**config.mk**
```make
export PLATFORM = sky130hd
export DESIGN_NAME = single_port_ram_core
export DESIGN_NICKNAME = d
export VERILOG_FILES = /design/src/rtl/single_port_ram_core.sv
export SDC_FILE = /design/constraint.sdc
export NUM_CORES = 1
export LEC_CHECK = 0
export ABC_AREA = 1
export CORE_UTILIZATION = 48
export DETAILED_ROUTE_END_ITERATION = 16
export PLACE_DENSITY = 0.7
export SLEW_MARGIN = 15
export SYNTH_ARGS = -nofsm -noshare
export SYNTH_HDL_FRONTEND = slang
export SYNTH_SLANG_ARGS = --single-unit
```
**constraint.sdc**
```tcl
create_clock -name clk -period 0.9 [get_ports clk]
set_input_delay 0.27 -clock clk [delete_from_list [all_inputs] [get_ports clk]]
set_output_delay 0.27 -clock clk [all_outputs]
set_load 0.1 [all_outputs]
```
**src/rtl/single_port_ram_core.sv**
```systemverilog
// single_port_ram_core: synchronous single-port RAM, one shared address for
// reads and writes, registered read-data output, asynchronous active-low reset
// that clears the whole array and the output register.
// Optional feature macro: SPRAM_WRITE_FIRST_EN
//   defined   -> write-first: a write cycle drives the new data onto wdata.
//   undefined -> read-first (default): a write cycle drives the old contents.
module single_port_ram_core #(
  parameter int DATA_WIDTH = 8,
  parameter int ADD_WIDTH  = 4
) (
  input  logic                  clk,
  input  logic                  reset,
  input  logic                  we,
  input  logic [DATA_WIDTH-1:0] data,
  input  logic [ADD_WIDTH-1:0]  addr,
  output logic [DATA_WIDTH-1:0] wdata
);

  localparam int DEPTH = 1 << ADD_WIDTH;

  // Storage is built from resettable flops so the whole array clears on reset.
  logic [DATA_WIDTH-1:0] mem_q [DEPTH];
  logic [DATA_WIDTH-1:0] mem_d [DEPTH];
  logic [DATA_WIDTH-1:0] wdata_q;
  logic [DATA_WIDTH-1:0] wdata_d;
  logic [DATA_WIDTH-1:0] rd_word_s;

  // Current contents at the addressed word, before any write at this edge.
  always_comb begin
    rd_word_s = mem_q[addr];
  end

  // Next array state: only the addressed word changes, and only on a write.
  always_comb begin
    for (int i = 0; i < DEPTH; i++) begin
      mem_d[i] = mem_q[i];
      if (we && (addr == ADD_WIDTH'(i))) begin
        mem_d[i] = data;
      end else begin
        mem_d[i] = mem_q[i];
      end
    end
  end

  // Next output word: reads return old contents; writes depend on the mode.
  always_comb begin
    wdata_d = rd_word_s;
`ifdef SPRAM_WRITE_FIRST_EN
    if (we) begin
      wdata_d = data;
    end else begin
      wdata_d = rd_word_s;
    end
`else
    wdata_d = rd_word_s;
`endif
  end

  // Array registers: cleared asynchronously, updated every rising edge.
  always_ff @(posedge clk or negedge reset) begin
    if (!reset) begin
      for (int i = 0; i < DEPTH; i++) begin
        mem_q[i] <= {DATA_WIDTH{1'b0}};
      end
    end else begin
      for (int i = 0; i < DEPTH; i++) begin
        mem_q[i] <= mem_d[i];
      end
    end
  end

  // Read-data register: cleared asynchronously, loaded on every access.
  always_ff @(posedge clk or negedge reset) begin
    if (!reset) begin
      wdata_q <= {DATA_WIDTH{1'b0}};
    end else begin
      wdata_q <= wdata_d;
    end
  end

  assign wdata = wdata_q;

endmodule

```
Yosys cells after proc, flatten, opt, wreduce, memory -nomap -nowiden:

Index checks and enable logic that the tools add are counted.

* word-level logic and storage cells: 54
* output and inout bits: 8
* register bits after elaboration: 136
* bits of input ports: 15

* multiplexer cells: 3
* magnitude comparators: 1
* bitwise operators: 1
* eq/ne operators: 15
* reduce and logical (&&, ||, !) cells: 17

Operator list (number)
* 8-bit binary-select mux with 4-bit select: 1
* 4-bit == test (second input constant): 8
* 4-bit by 3-bit == test with 1-bit output (second input constant): 4
* 1-bit logical AND: 16
* 8-bit 2-to-1 mux: 2
* 4-bit by 2-bit == test with 1-bit output (second input constant): 2
* 5-bit greater-or-equal comparator (second input constant): 1
* 4-bit inverter with 5-bit output: 1
* 4-bit by 1-bit == test with 1-bit output (second input constant): 1
* 4-bit logical NOT: 1

Longest topological paths before layout:

* word-level depth: 4
* mapped depth: 11
* mapped depth without buffers: 9

Worst setup path before layout:

No wires, ideal clock.

* path type: in2reg
* start point: in addr[1]
* end point: reg mem_q[37] (netlist bit)
* stages: 7
* required time: 0.768 ns
* arrival: 1.239 ns
* buffers on the path: 2
* path slack: -0.470 ns
* path through: buf_2 -> inv_2 -> nor3_2 -> nand2_1 -> clkbuf_1 -> nand2_1 -> o21ai_1

* word-level cells in the longest chain between the ends: 2

RTL lines
* start: declaration: RTL line 15 `input logic [ADD_WIDTH-1:0] addr,`
* 4-bit == test: RTL line 37 `if (we && (addr == ADD_WIDTH'(i))) begin`
* 1-bit logical AND: RTL line 37
* end signal: indexed assignment: RTL line 63 `mem_q[i] <= {DATA_WIDTH{1'b0}};`
* end signal: indexed assignment: RTL line 67 `mem_q[i] <= mem_d[i];`
* end: declaration: RTL line 22 `logic [DATA_WIDTH-1:0] mem_q [DEPTH];`

No other way between the ends.
A chain may end at the register's enable or synchronous reset.

Final worst setup path:

* start point: reg wdata_q[2], in the netlist wdata[2]
* end point: out wdata[2]

RTL lines
* start: declaration: RTL line 24 `logic [DATA_WIDTH-1:0] wdata_q;`
* start signal: assignment: RTL line 75 `wdata_q <= {DATA_WIDTH{1'b0}};`
* start signal: assignment: RTL line 77 `wdata_q <= wdata_d;`
* end: declaration: RTL line 16 `output logic [DATA_WIDTH-1:0] wdata`

No word-level cell between the ends.

==> flow_summary.json <==
{
  "drive_gt1_frac": 0.265,
  "swShare": 0.295,
  "crit_chain": "buf_12",
  "critPathBufInv": 1,
  "yosys-top-cells-area": "dfrtp_1 (55%), nand2_1 (26%), a21oi_1 (3.8%), o21ai_0 (3.7%), nor2_1 (3.2%)",
  "min_period_ns": 1.35,
  "syn_area_um2": 6240,
  "peakVddDrop_mv": 1.43,
  "start_kind": "flip-flop",
  "syn_nets": 853,
  "start_util": 0.493,
  "clk_latency_ns": 0.43,
  "synth_warnings": 0,
  "status": "finished with violations",
  "setup_slack_ns": -0.451,
  "core_um2": 12700,
  "path_delay_family": "flip-flops",
  "fmax_mhz": 740,
  "dp_hpwl_um": 10800,
  "reg2reg_slack_ns": -0.17,
  "ys_ff_latch": 136,
  "grt_antenna_before_repair": 0,
  "synth.cells.most_frequent": "nand2_1 (434), dfrtp_1 (136), nor2_1 (53), a21oi_1 (48), o21ai_0 (46)",
  "drtIter0Drc": 623,
  "cts_buffer_depth": 2,
  "worstHoldPathType": "input pin to asynchronous set/reset pin",
  "cts_sinks": 136,
  "via_per_inst": 5.47,
  "pwr-share-seq": 0.385,
  "p_switching_w": 0.00635,
  "io_buffers": 22,
  "timing.rr.end": "wdata[3]",
  "diodes": 0,
  "grt-ovfl-total": 0,
  "whs_ns": 0.251,
  "clock_skew_ns": 0.0140,
  "areaGrowthSynthToFinish_pct": 43.0,
  "critPathArrivalTime_ns": 1.08,
  "p_per_area_nw_per_um2": 2410,
  "dieArea_um2": 13500,
  "fill_cells": 892,
  "cts_buffers": 17,
  "cts_tree": "built",
  "slew_headroom": 0.822,
  "cp.required_ns": 0.63,
  "place_congestion": 0.827,
  "cts-root-buf": "clkbuf_16",
  "synth_top_cell_area_share": 0.545,
  "synth_area_leader_cell": "dfrtp_1",
  "grt_pass1_vias": 5835,
  "place_area_um2": 7450,
  "rsz0062_at_grt": "true",
  "slowest_delay_ns": 0.48,
  "fp.dieH_um": 116,
  "syn-instance-count": 838,
  "seq_area_frac_synth": 0.545,
  "crit_fanout": 1,
  "num_vias": 6121,
  "grt_pass1_wl_um": 29400,
  "crit_type": "flip-flop to output pin",
  "dr.pass1.iters": 5,
  "path_clk_slew_ns": 0.06,
  "pwr-share-comb": 0.242,
  "core.rowCount": 41,
  "ys.flop_type": "dfrtp_1",
  "violations": "setup timing",
  "maxSlewViolCount": 0,
  "finalCritPeriodShare": 1.50,
  "yosysMostFrequentCell": "nand2_1",
  "ios": 23,
  "r2r_start": "mem_q[51]",
  "finalNetCount": 950,
  "finalInstanceArea_um2": 8920,
  "avgSynthCellArea_um2": 7.45,
  "synth_edf_count": 0,
  "crit_slowest_cell": "dfrtp_4",
  "synth.distinct_cells": 16,
  "worstMarginPinSlew_ns": 0.267,
  "post_drt_wl_per_cell_um": 17.4,
  "h-tree-depth": 4,
  "track_usage": 0.296,
  "pwr-share-clk": 0.373,
  "routed_wl_um": 19500,
  "p_leak_nw": 4.46,
  "die_x_um": 116,
  "hold_viol": 0,
  "setup_viol": 16,
  "intPower_w": 0.0152,
  "drcViolationCount": 0,
  "synth-async-reset-ratio": 1.00,
  "r2r_cells": 8,
  "drv_cap": 0,
  "cp-end-kind": "output pin",
  "grt_max_degree": 41,
  "ant_nets": 0
}
==> stage by stage <==
stage	worst slack (ns)	util	TNS, ns	cells	total power [W]
4_1_cts	-0.458	0.672	-4.99	1095	0.0209
2_1_floorplan	-0.311	-	-31.00	838	0.0109
3_5_place_dp	-0.929	0.588	-116.45	1045	0.0126
5_1_grt	-0.468	0.704	-5.34	1120	0.0225
6_report	-0.451	0.704	-4.70	1120	0.0215
3_3_place_gp	-0.903	0.588	-114.05	1045	0.0124
==> cell usage in the layout (no fill, tap or decap), drive strengths merged, types with 2 or more instances in the layout <==
cell and instances:
a21oi 48, buf 114, bufinv 6, clkbuf 21
clkdlybuf4s50 8, clkinv 4, clkinvlp 2, dfrtp 136
inv 31, nand2 434, nand3 2, nand4 2
nor2 56, nor3 2, o21ai 80
==> registers in the layout, summed over array words and instances (netlist names) <==
name and cells:
mem_q 128, wdata 8
==> cell families (layout without fill, tap and decap cells) <==
group | after synthesis | in the layout | synth area share
buffers and inverters | 78 | 188 | 0.0495
and+or+nand+nor | 496 | 496 | 0.303
AOI/OAI and AO/OA | 128 | 128 | 0.103
DFF | 136 | 136 | 0.545
==> power groups by stage <==
stage / Sequential [W] / Clock [W] / Combinational [W]
floorplan: 0.00861 / 0 / 0.00228
global placement: 0.00825 / 0 / 0.00412
detailed placement: 0.00831 / 0 / 0.00425
CTS: 0.00826 / 0.00809 / 0.00459
global route: 0.00841 / 0.00837 / 0.00569
finish: 0.00829 / 0.00803 / 0.00521
==> worst max path at each step <==
stage	start	endpoint	slack [ns]	depth (start not counted)
3_5_place_dp	addr[1]	mem_q[117]	-0.93	7
3_3_place_gp	addr[1]	mem_q[117]	-0.90	8
4_1_cts	wdata[0]	wdata[0]	-0.46	1
2_1_floorplan	addr[1]	mem_q[37]	-0.31	7
5_1_grt	wdata[2]	wdata[2]	-0.47	1
6_report	wdata[2]	wdata[2]	-0.45	1
==> cell type report <==
type                            count  area [µm²]  share of cell area
Inverter                           31         139              0.0156
Timing Repair Buffer              125        1510               0.169
Tap cell                          172         215              0.0241
Clock inverter                     12         219              0.0245
Clock buffer                       20         467              0.0523
Multi-Input combinational cell    624        2950               0.330
Sequential cell                   136        3430               0.385
==> routing by layer <==
layer / up-vias / part of all wire / track usage
met5: - / 0 / 0
met1: 2941 / 0.40 / 0.372
li1: 2799 / - / -
met4: 0 / 0.039 / 0.144
met3: 73 / 0.074 / 0.0889
met2: 308 / 0.49 / 0.466
==> worst reg2reg max path: stages, from the launching register on <==
cell     delay [ns]
dfrtp_1        0.39
nand2_1        0.09
nand2_1        0.08
nand2_1        0.10
nand2_1        0.06
nand2_1        0.07
nand2_2        0.05
inv_2          0.06
nand2_2        0.06
==> timing repair <==
item / in CTS / in global routing
endpoints found under the setup margin: 144 / 98
hold buffers: 1 / 0
cloned: 3 / 1
hold endpoints to repair: 136 / 0
setup buffers: 16 / 25
gates resized for setup: 63 / 65
pin swaps: 24 / 36
(Power assumes the default switching activity.)
